--- config.mk ---
export PLATFORM = sky130hd
export DESIGN_NAME = sdram_port_arbiter
export DESIGN_NICKNAME = d
export VERILOG_FILES = /design/src/rtl/sdram_port_arbiter_pkg.sv /design/src/rtl/sdram_port_arbiter_buf.sv /design/src/rtl/sdram_port_arbiter.sv
export SDC_FILE = /design/constraint.sdc
export NUM_CORES = 1
export LEC_CHECK = 0
export CAP_MARGIN = 10
export CORE_MARGIN = 10
export CORE_UTILIZATION = 31
export CTS_CLUSTER_SIZE = 24
export DETAILED_ROUTE_END_ITERATION = 6
export PLACE_DENSITY = 0.54
export SYNTH_ARGS = -nofsm -noshare
export SYNTH_HDL_FRONTEND = slang
export SYNTH_SLANG_ARGS = --single-unit
--- constraint.sdc ---
create_clock -name clk -period 2.7 [get_ports clk]
set_clock_uncertainty 0.05 [all_clocks]
set_input_delay 0.405 -clock clk [delete_from_list [all_inputs] [get_ports clk]]
set_output_delay 0.405 -clock clk [all_outputs]
set_load 0.01 [all_outputs]
--- src/rtl/sdram_port_arbiter_pkg.sv ---
// Shared types and constants for the SDRAM command-port arbiter.
// Port indices double as holding-buffer indices.
package sdram_arb_pkg;

  localparam int DEF_ADDR_W = 25;
  localparam int DEF_DATA_W = 128;

  localparam logic [1:0] PORT_RD  = 2'd0;
  localparam logic [1:0] PORT_CAM = 2'd1;
  localparam logic [1:0] PORT_HDR = 2'd2;

  typedef enum logic [1:0] {
    IDLE,
    ISSUE,
    WAIT_WR,
    WAIT_RD
  } arb_state_e;

endpackage

--- src/rtl/sdram_port_arbiter_buf.sv ---
// One-entry request holding register for one arbiter port.
// Requests that find it full, or arrive while it drains, are dropped.
module arb_port_buf
  import sdram_arb_pkg::*;
#(
  parameter int ADDR_W = DEF_ADDR_W,
  parameter int DATA_W = DEF_DATA_W
) (
  input  logic              clk,
  input  logic              rst_n,
  input  logic              req_i,
  input  logic [ADDR_W-1:0] addr_i,
  input  logic [DATA_W-1:0] data_i,
  input  logic              clr_i,
  output logic              full_o,
  output logic [ADDR_W-1:0] addr_o,
  output logic [DATA_W-1:0] data_o,
  output logic              ovf_o
);

  logic              full_q;
  logic [ADDR_W-1:0] addr_q;
  logic [DATA_W-1:0] data_q;
  logic              ovf_q;

  always_ff @(posedge clk) begin
    if (!rst_n) begin
      full_q <= 1'b0;
      addr_q <= '0;
      data_q <= '0;
      ovf_q  <= 1'b0;
    end else begin
      if (clr_i) full_q <= 1'b0;
      // clr_i only fires while full, so this also drops same-cycle refills
      if (req_i) begin
        if (full_q) begin
          ovf_q <= 1'b1;
        end else begin
          full_q <= 1'b1;
          addr_q <= addr_i;
          data_q <= data_i;
        end
      end
    end
  end

  assign full_o = full_q;
  assign addr_o = addr_q;
  assign data_o = data_q;
  assign ovf_o  = ovf_q;

endmodule

--- src/rtl/sdram_port_arbiter.sv ---
// Three-port arbiter in front of a single SDRAM controller command port.
// Reads win until the streak cap; writers alternate round-robin.
module sdram_port_arbiter
  import sdram_arb_pkg::*;
#(
  parameter int ADDR_W        = DEF_ADDR_W,
  parameter int DATA_W        = DEF_DATA_W,
  parameter int MAX_RD_STREAK = 4
) (
  input  logic              clk,
  input  logic              rst_n,
  input  logic              rd_req,
  input  logic [ADDR_W-1:0] rd_addr,
  output logic              rd_busy,
  output logic [DATA_W-1:0] rd_data,
  output logic              rd_valid,
  input  logic              cam_wr_req,
  input  logic [ADDR_W-1:0] cam_wr_addr,
  input  logic [DATA_W-1:0] cam_wr_data,
  output logic              cam_busy,
  input  logic              hdr_wr_req,
  input  logic [ADDR_W-1:0] hdr_wr_addr,
  input  logic [DATA_W-1:0] hdr_wr_data,
  output logic              hdr_busy,
  input  logic              ctrl_busy,
  input  logic              ctrl_rd_valid,
  input  logic [DATA_W-1:0] ctrl_rd_data,
  output logic              ctrl_cmd_valid,
  output logic              ctrl_cmd_wr,
  output logic [ADDR_W-1:0] ctrl_addr,
  output logic [DATA_W-1:0] ctrl_wr_data,
  output logic [2:0]        overflow
);

  localparam int SW = $clog2(MAX_RD_STREAK + 1);

  logic [2:0]        full;
  logic [2:0]        clr;
  logic [ADDR_W-1:0] b_addr [3];
  logic [DATA_W-1:0] b_data [3];

  arb_port_buf #(.ADDR_W(ADDR_W), .DATA_W(DATA_W)) u_rd (
    .clk    (clk),
    .rst_n  (rst_n),
    .req_i  (rd_req),
    .addr_i (rd_addr),
    .data_i ('0),
    .clr_i  (clr[0]),
    .full_o (full[0]),
    .addr_o (b_addr[0]),
    .data_o (b_data[0]),
    .ovf_o  (overflow[0])
  );

  arb_port_buf #(.ADDR_W(ADDR_W), .DATA_W(DATA_W)) u_cam (
    .clk    (clk),
    .rst_n  (rst_n),
    .req_i  (cam_wr_req),
    .addr_i (cam_wr_addr),
    .data_i (cam_wr_data),
    .clr_i  (clr[1]),
    .full_o (full[1]),
    .addr_o (b_addr[1]),
    .data_o (b_data[1]),
    .ovf_o  (overflow[1])
  );

  arb_port_buf #(.ADDR_W(ADDR_W), .DATA_W(DATA_W)) u_hdr (
    .clk    (clk),
    .rst_n  (rst_n),
    .req_i  (hdr_wr_req),
    .addr_i (hdr_wr_addr),
    .data_i (hdr_wr_data),
    .clr_i  (clr[2]),
    .full_o (full[2]),
    .addr_o (b_addr[2]),
    .data_o (b_data[2]),
    .ovf_o  (overflow[2])
  );

  arb_state_e        state_q;
  logic [1:0]        win_q;
  logic [SW-1:0]     streak_q;
  logic              rr_q;
  logic              guard_q;
  logic              cmd_valid_q;
  logic              cmd_wr_q;
  logic [ADDR_W-1:0] cmd_addr_q;
  logic [DATA_W-1:0] cmd_data_q;
  logic              rd_valid_q;
  logic [DATA_W-1:0] rd_data_q;

  logic              wr_pend;
  logic              rd_ok;
  logic [1:0]        pick;
  logic [ADDR_W-1:0] sel_addr;
  logic [DATA_W-1:0] sel_data;

  assign wr_pend = full[1] | full[2];
  assign rd_ok   = full[0] &&
                   !(wr_pend && streak_q == SW'(MAX_RD_STREAK));

  always_comb begin
    pick = PORT_RD;
    if (rd_ok)
      pick = PORT_RD;
    else if (full[1] && full[2])
      pick = rr_q ? PORT_HDR : PORT_CAM;
    else if (full[1])
      pick = PORT_CAM;
    else if (full[2])
      pick = PORT_HDR;
  end

  always_comb begin
    sel_addr = b_addr[0];
    sel_data = b_data[0];
    unique case (1'b1)
      pick == PORT_CAM: begin
        sel_addr = b_addr[1];
        sel_data = b_data[1];
      end
      pick == PORT_HDR: begin
        sel_addr = b_addr[2];
        sel_data = b_data[2];
      end
      default: ;
    endcase
  end

  assign clr = (state_q == ISSUE) ? (3'b001 << win_q) : 3'b000;

  always_ff @(posedge clk) begin
    if (!rst_n) begin
      state_q     <= IDLE;
      win_q       <= PORT_RD;
      streak_q    <= '0;
      rr_q        <= 1'b0;
      guard_q     <= 1'b0;
      cmd_valid_q <= 1'b0;
      cmd_wr_q    <= 1'b0;
      cmd_addr_q  <= '0;
      cmd_data_q  <= '0;
      rd_valid_q  <= 1'b0;
      rd_data_q   <= '0;
    end else begin
      cmd_valid_q <= 1'b0;
      rd_valid_q  <= 1'b0;
      if (!wr_pend) streak_q <= '0;
      unique case (state_q)
        IDLE: begin
          if ((|full) && !ctrl_busy) begin
            win_q       <= pick;
            cmd_valid_q <= 1'b1;
            cmd_wr_q    <= (pick != PORT_RD);
            cmd_addr_q  <= sel_addr;
            cmd_data_q  <= sel_data;
            if (pick == PORT_RD) begin
              if (wr_pend) streak_q <= streak_q + SW'(1);
            end else begin
              streak_q <= '0;
              rr_q     <= ~rr_q;
            end
            state_q <= ISSUE;
          end
        end
        ISSUE: begin
          guard_q <= 1'b1;
          state_q <= cmd_wr_q ? WAIT_WR : WAIT_RD;
        end
        WAIT_WR: begin
          // controller may not raise busy until a cycle after the strobe
          if (guard_q)
            guard_q <= 1'b0;
          else if (!ctrl_busy)
            state_q <= IDLE;
        end
        WAIT_RD: begin
          if (ctrl_rd_valid) begin
            rd_data_q  <= ctrl_rd_data;
            rd_valid_q <= 1'b1;
            state_q    <= IDLE;
          end
        end
        default: state_q <= IDLE;
      endcase
    end
  end

  assign rd_busy        = full[0];
  assign cam_busy       = full[1];
  assign hdr_busy       = full[2];
  assign rd_data        = rd_data_q;
  assign rd_valid       = rd_valid_q;
  assign ctrl_cmd_valid = cmd_valid_q;
  assign ctrl_cmd_wr    = cmd_wr_q;
  assign ctrl_addr      = cmd_addr_q;
  assign ctrl_wr_data   = cmd_data_q;

endmodule

==> results.toml <==
[run_status]
outcome = "complete, no violations"

[routing]
top_layer_used = "met5"
wl_met1_microns = 42400
drcViolationCount = 0
wl_met3_microns = 6480
vias = 22600
drtIter0Drc = 1105
drtAntennaViolNets = 0
routed_wl_microns = 102000
via_per_inst = 4.77
routed-wl-met2_microns = 50600
first_pass_iters = 5
routedWlPerCell_microns = 21.5

[sta]
period_needed_ns = 2.43
max_freq_ghz = 0.411
min_period_over_period_pct = 90.1
drv_slew = 0
hold_viol = 0
finalSetupViolCount = 0
tightest_slew_ns = 0.864
tns_ns = 0
rsz0062_at_grt = "no"
relSlewSlack_pct = 42.4

[clock_tree]
clock_path_buffers = 3
clk_pin_slew_ns = 0.06
cts_tree = "yes"
htree_levels = 3
cts_resized = 0
worstSkewPairLatency_ns = 0.61
cts_buffers = 73
cts_hold_buf = 0
cts.sinks = 630
cts-root-buf = "clkbuf_16"
post-cts-setup-buffer-count = 0

[synthesis]
avgSynthCellArea_sq_um = 8.39
ys_types = 37
synth_flop_cell = "dfxtp_1"
synth.most_common_cell = "nand2_1"
ys_warn_count = 0
syn_nets = 3471
synthTopCellsByCount = "nand2_1 (1,084), dfxtp_1 (630), a21boi_0 (552)"
yosys-top-cells-area = "dfxtp_1 (50%), a21boi_0 (16%), nand2_1 (16%)"
synth_top_area_share_pct = 50.2
ys_ff_latch = 630
yosys.area.top_type = "dfxtp_1"
ys_seq_area_share_pct = 50.2
synthCells = 2995
async_flop_share_pct = 0
synth_edf_count = 0
netlist_area_sq_um = 25100

[die]
core_area_sq_um = 80400
ios = 756
die_h_microns = 305
rows = 104
initial_core_util_pct = 31.2
dieArea_sq_um = 92800
chipWidth_microns = 305

[setup_path]
critPathKind = "register to register"
cp-endpoint = "ctrl_wr_data[56]$_SDFFE_PN0P_"
reg2reg_to = "ctrl_wr_data[56]$_SDFFE_PN0P_"
r2r-start = "streak_q[0]$_SDFF_PN0_"
rrSetupSlack_ns = 0.27
ff2ff_path_depth = 11
cp_max_fo = 27
endpoint_kind = "register"
cp-startpoint = "streak_q[0]$_SDFF_PN0_"
startpoint_type = "register"
crit_arrival_ns = 2.91
required_ns = 3.18

[power_and_ir_drop]
irDropWorstVdd_mv = 0.409
powerDensity_nw_per_um2 = 651
p_leak_nw = 12.6

[cells_and_area]
n_fill_cell = 8150
multi_input_area_sq_um = 11400
fin_nets = 4102
fin_cells = 4750
drive_above_1_share_pct = 5.24
fin_util_pct = 45.0
area_delta_synth_final_pct = 44.2
seqCellArea_sq_um = 12600
fin_area_sq_um = 36200

[min_path]
worstHoldPathCells = 2
hold_path.class = "input port to register"

[global_routing]
grt_usage_pct = 21.0
grt_pass1_vias = 22400
grt_max_degree = 92
overflow = 0
antenna_found_initial = 24
grt_pass1_wl_microns = 152000

[placed_design]
placed_area_sq_um = 33800
dp_hpwl_microns = 72700
portBuffers = 755
dp_cells = 4611
gp_congestion = 0.797

[job]
max-cap-violations = 0
## flip-flops by register name, indices dropped and copies added, names as in the netlist
name            flops
streak_q            3
rd_valid            1
state_q             2
ctrl_cmd_valid      1
u_hdr.full_o        1
ctrl_addr          25
u_cam.addr_o       25
ctrl_wr_data      128
u_hdr.data_o      128
ctrl_cmd_wr         1
rr_q                1
u_cam.ovf_o         1
u_cam.data_o      128
guard_q             1
win_q               2
u_hdr.addr_o       25
u_rd.addr_o        25
u_rd.full_o         1
rd_data           128
u_cam.full_o        1
u_rd.ovf_o          1
u_hdr.ovf_o         1
## through the flow
stage | setup WS [ns] | hold WS, ns | power [mW]
CTS | 0.260 | 0.230 | 23.9
floorplan | 0.437 | 0.387 | 12.0
global placement | 0.335 | 0.392 | 13.8
detailed placement | 0.273 | 0.396 | 13.9
global route | 0.101 | 0.259 | 24.5
finish | 0.267 | 0.240 | 23.6
## logic make-up after synthesis
group           count (synthesis)  synth area share [%]
compound gates                816                  24.4
fa+ha+maj                      10                 0.498
buf+inv                       273                  4.89
flops                         630                  50.2
mux                             2                0.0797
simple gates                 1264                  20.0
## final cells by class
class                      instances  share of cell area, %
sequential                       630                   34.8
inverter                           8                 0.0829
clock inverter                    24                  0.788
timing repair buffer             821                   23.4
antenna                           10                 0.0691
multi-input combinational       2092                   31.4
tap                             1060                   3.66
clock buffer                     105                   5.85
## where the power goes
group          internal [mW]  switching [mW]
clock                   5.87            4.09
combinational           1.58            2.03
sequential              9.74           0.253
total                   17.2            6.37
## cells in the final DEF, fill, tap and decap left out, types with 2 or more instances in the layout
master	count
bufinv_16	4
nor2b_1	7
inv_6	2
and3_1	3
a31oi_1	2
a22o_1	128
ha_4	3
nand2b_4	2
mux2i_1	2
clkinv_2	13
clkbuf_8	13
nand2_1	1083
nand2b_1	2
clkbuf_1	17
buf_12	32
dfxtp_1	630
inv_1	8
o21ai_1	20
a22oi_1	25
buf_4	34
a21boi_0	552
clkbuf_16	75
a21oi_1	9
ha_1	7
diode_2	10
nand3_1	155
o21ai_0	38
a21boi_1	37
clkdlybuf4s50_1	754
## per-layer routing
metal,global-route usage [%],vias to the layer above
li1,-,11200
met1,24.7,10700
met2,36.8,580
met3,5.90,138
met4,5.92,26
met5,0,-
## critical path: stages, from the launching register on
cell	delay, ns
dfxtp_1	0.35
inv_1	0.07
ha_1	0.20
a21bo_2	0.21
and3_1	0.22
inv_1	0.17
ha_4	0.26
buf_12	0.22
buf_12	0.18
a22o_1	0.15
nand3_1	0.07
a21boi_0	0.18
## worst min path at each step
| stage | start | end | slack [ns] |
|---|---|---|---|
| 2_1_floorplan | win_q[1]$_SDFFE_PN0P_ | u_hdr.full_o$_SDFF_PN0_ | 0.39 |
| 3_3_place_gp | ctrl_wr_data[32]$_SDFFE_PN0P_ | ctrl_wr_data[32]$_SDFFE_PN0P_ | 0.39 |
| 3_5_place_dp | ctrl_wr_data[31]$_SDFFE_PN0P_ | ctrl_wr_data[31]$_SDFFE_PN0P_ | 0.40 |
| 4_1_cts | rst_n | u_cam.data_o[81]$_SDFFE_PN0P_ | 0.23 |
| 5_1_grt | rst_n | u_hdr.addr_o[3]$_SDFFE_PN0P_ | 0.26 |
| 6_report | rst_n | u_rd.addr_o[3]$_SDFFE_PN0P_ | 0.24 |
No activity file was read; power rests on OpenSTA's default activity.
==> RTL edit 1: new RTL, config.mk and constraints unchanged <==
The package constant `DEF_ADDR_W` goes from 25 to 50.
--- a/src/rtl/sdram_port_arbiter_pkg.sv
+++ b/src/rtl/sdram_port_arbiter_pkg.sv
@@ -2,7 +2,7 @@
 // Port indices double as holding-buffer indices.
 package sdram_arb_pkg;
 
-  localparam int DEF_ADDR_W = 25;
+  localparam int DEF_ADDR_W = 50;
   localparam int DEF_DATA_W = 128;
 
   localparam logic [1:0] PORT_RD  = 2'd0;
Interface: changed (resized cam_wr_addr, ctrl_addr, hdr_wr_addr and rd_addr); port bits go from 756 to 856. No check against the original RTL was run, so the function may have changed too.
==> RTL edit 1 against the original RTL <==
- power rose by 17%
- cell area rose by 16%
- setup slack improved by 0.0044 ns
- critical endpoint is now ctrl_addr[27]
- largest power group unchanged
- highest routed layer unchanged
- critical path type unchanged
- area after synthesis rose by 15%
- die area rose by 14%
- sequential cell count rose by 100
- count of clock-buffer cells in the layout rose by 24
- largest cell class unchanged
- routed wire length rose by 20%
==> RTL edit 1: results <==
cells_and_area:
  comb.multi_input.count: 2442
  seq_cells: 730
  nonClkBufAreaFrac_pct: 23.3
  multi_input_area_share_pct: 31.4
  n_clock_buffer: 129
  fillers: 9384
  drive_gt1_share_pct: 5.39
  fin_nets: 4754
  regArea_mm2: 0.0146
  antenna_cells: 9
logic_synthesis:
  synthTopCellsByArea: "dfxtp_1 50%, a21boi_0 17%, nand2_1 16%"
  synthesis.nets: 4042
  synth_cell_type_count: 33
  synth.area.mux_share_pct: 0.0691
  synthTopCellsByCount: "1,260 x nand2_1, 730 x dfxtp_1, 640 x a21boi_0"
  synth_compound_area_share_pct: 24.6
global_route:
  met1_usage_pct: 25.3
  grt_max_degree: 132
  grt_util_met3_pct: 5.62
  grt_use_met2_pct: 39.1
clock_network:
  cts_made_buffers: 85
  clock_latency_ns: 0.65
drt:
  drtIter0Drc: 1740
  wl_um: 122000
timing:
  slew_headroom_pct: 56.8
status:
  outcome: "finished, final reports clean"
placement:
  io_buffers: 855
  routabilityCongestion: 0.828
critical_path:
  setup.worst_path.end: "ctrl_addr[27]"
## RTL edit 1: cell families after synthesis
| group | after synthesis |
|---|---|
| AO/OA/AOI/OAI | 965 |
| multiplexers | 2 |
| flip-flops | 730 |
| AND/OR/NAND/NOR | 1465 |
| buffers and inverters | 319 |
| adder cells (fa/ha/maj) | 10 |
## RTL edit 1: per-stage QoR
| step | cells | area (um^2) | utilization [%] | setup slack [ns] |
|---|---|---|---|---|
| after detailed placement | 5370 | 39100 | 42.0 | 0.251 |
| after CTS | 5525 | 41900 | 45.0 | 0.246 |
| after floorplan | 3491 | 29000 | - | 0.348 |
| after global placement | 5370 | 39100 | 42.0 | 0.322 |
| final | 5534 | 41900 | 45.1 | 0.271 |
| after global routing | 5533 | 41900 | 45.1 | 0.0624 |
## RTL edit 1: routing by layer
metal  vias up  part of all wire (%)
met1     12600                    41
met5         -                  0.13
li1      13100                     -
met3       159                   5.9
met4        26                   2.8
met2       721                    50
## RTL edit 1: power breakdown
group / leakage, nW / switching (W) / internal [W] / total [W]
logic: 7.34 / 0.00248 / 0.00195 / 0.00443
clock network: 1.38 / 0.00474 / 0.00680 / 0.0115
registers: 5.95 / 0.000311 / 0.0113 / 0.0116
## RTL edit 1: worst min path at each step
| stage | start | endpoint | slack, ns | cells past startpoint |
|---|---|---|---|---|
| floorplan | win_q[1] | u_hdr.full_o | 0.39 | 1 |
| global placement | ctrl_wr_data[88] | ctrl_wr_data[88] | 0.39 | 2 |
| detailed placement | ctrl_wr_data[90] | ctrl_wr_data[90] | 0.40 | 2 |
| CTS | rst_n | u_cam.data_o[126] | 0.17 | 2 |
| global route | rst_n | u_cam.addr_o[37] | 0.16 | 2 |
| finish | rst_n | u_rd.addr_o[37] | 0.14 | 2 |
==> RTL edit 2: new RTL, same flow settings <==
Without the edit above. Register the input `ctrl_busy` before use, without a reset. The logic sees it one clock later. The other inputs are not delayed to match.
--- a/src/rtl/sdram_port_arbiter.sv
+++ b/src/rtl/sdram_port_arbiter.sv
@@ -34,6 +34,12 @@
 
   localparam int SW = $clog2(MAX_RD_STREAK + 1);
 
+  logic ctrl_busy_q;
+
+  always_ff @(posedge clk) begin
+    ctrl_busy_q <= ctrl_busy;
+  end
+
   logic [2:0]        full;
   logic [2:0]        clr;
   logic [ADDR_W-1:0] b_addr [3];
@@ -149,7 +155,7 @@
       if (!wr_pend) streak_q <= '0;
       unique case (state_q)
         IDLE: begin
-          if ((|full) && !ctrl_busy) begin
+          if ((|full) && !ctrl_busy_q) begin
             win_q       <= pick;
             cmd_valid_q <= 1'b1;
             cmd_wr_q    <= (pick != PORT_RD);
@@ -172,7 +178,7 @@
           // controller may not raise busy until a cycle after the strobe
           if (guard_q)
             guard_q <= 1'b0;
-          else if (!ctrl_busy)
+          else if (!ctrl_busy_q)
             state_q <= IDLE;
         end
         WAIT_RD: begin
Check against the original RTL: not settled (the Yosys comparison gave no result); the edit may change what the design does.
==> RTL edit 2 against the original RTL <==
- count of clock-buffer cells in the layout up 1
- synthesized cell count about the same
- sequential cell count rose by 1
- non-clock buffer count decreased by 2
- via count up 0.19%
- sequential share of layout area grew 0.19 points
- routed wire length up 0.88%
- cell area is 0.37% lower
- combinational power is essentially flat
- setup slack got worse by 0.017 ns
- power down 1.5%
- area after synthesis about the same
==> RTL edit 2: results <==
global_route:
  met1_usage_pct: 23.1
  grt_pass1_vias: 22500
  grt_pass1_wl_um: 151000
  grt_antenna_before_repair: 29
power_and_ir_drop:
  ir_worst_vdd_v: 0.000401
  p_int_w: 0.0170
  pg_comb_w: 0.00362
logic_synthesis:
  synth.area.mux_share_pct: 0.0796
  synthTopCellsByArea: "dfxtp_1 50%, a21boi_0 16%, nand2_1 16%"
  synthCells: 2996
  synthAdderAreaFrac_pct: 0.498
placement:
  routabilityCongestion: 0.816
  post-place-ws_ns: 0.298
  dp.cells: 4610
drt:
  drtIter0Drc: 1149
  wl_um: 103000
  vias: 22700
timing:
  timing.final.ws_setup_ns: 0.249
  holdWs_ns: 0.197
critical_path:
  cp_top_family: "compound AO/OA/AOI/OAI gates"
  rrSetupSlack_ns: 0.25
  r2r-end: "ctrl_addr[0]"
cells_and_area:
  fin_nets: 4101
status:
  outcome: "finished, final reports clean"
min_path:
  min_delay_path_depth: 1
==> RTL edit 2: cell type report <==
type / count / area [um^2] / share of cell area (%)
tap: 1060 / 1330 / 3.68
sequential: 631 / 12600 / 35.0
clock buffer: 106 / 2110 / 5.85
clock inverter: 18 / 174 / 0.482
inverter: 9 / 33.8 / 0.0936
multi-input combinational: 2091 / 11400 / 31.5
antenna: 17 / 42.5 / 0.118
timing repair buffer: 819 / 8410 / 23.3
==> RTL edit 2: cells by family after synthesis <==
| kind of cell | count (synthesis) |
|---|---|
| AND/OR/NAND/NOR | 1263 |
| flip-flops | 631 |
| AO/OA/AOI/OAI | 816 |
| multiplexers | 2 |
| buffers and inverters | 274 |
| adder cells (fa/ha/maj) | 10 |
==> RTL edit 2: worst register-to-register path: cells and delay by family, from the launching register on <==
kind / cells / cell delay, ns
AOI/OAI and AO/OA: 4 / 0.71
adders and majority gates: 2 / 0.38
DFF: 1 / 0.35
buffers and inverters: 3 / 0.56
and+or+nand+nor: 2 / 0.31
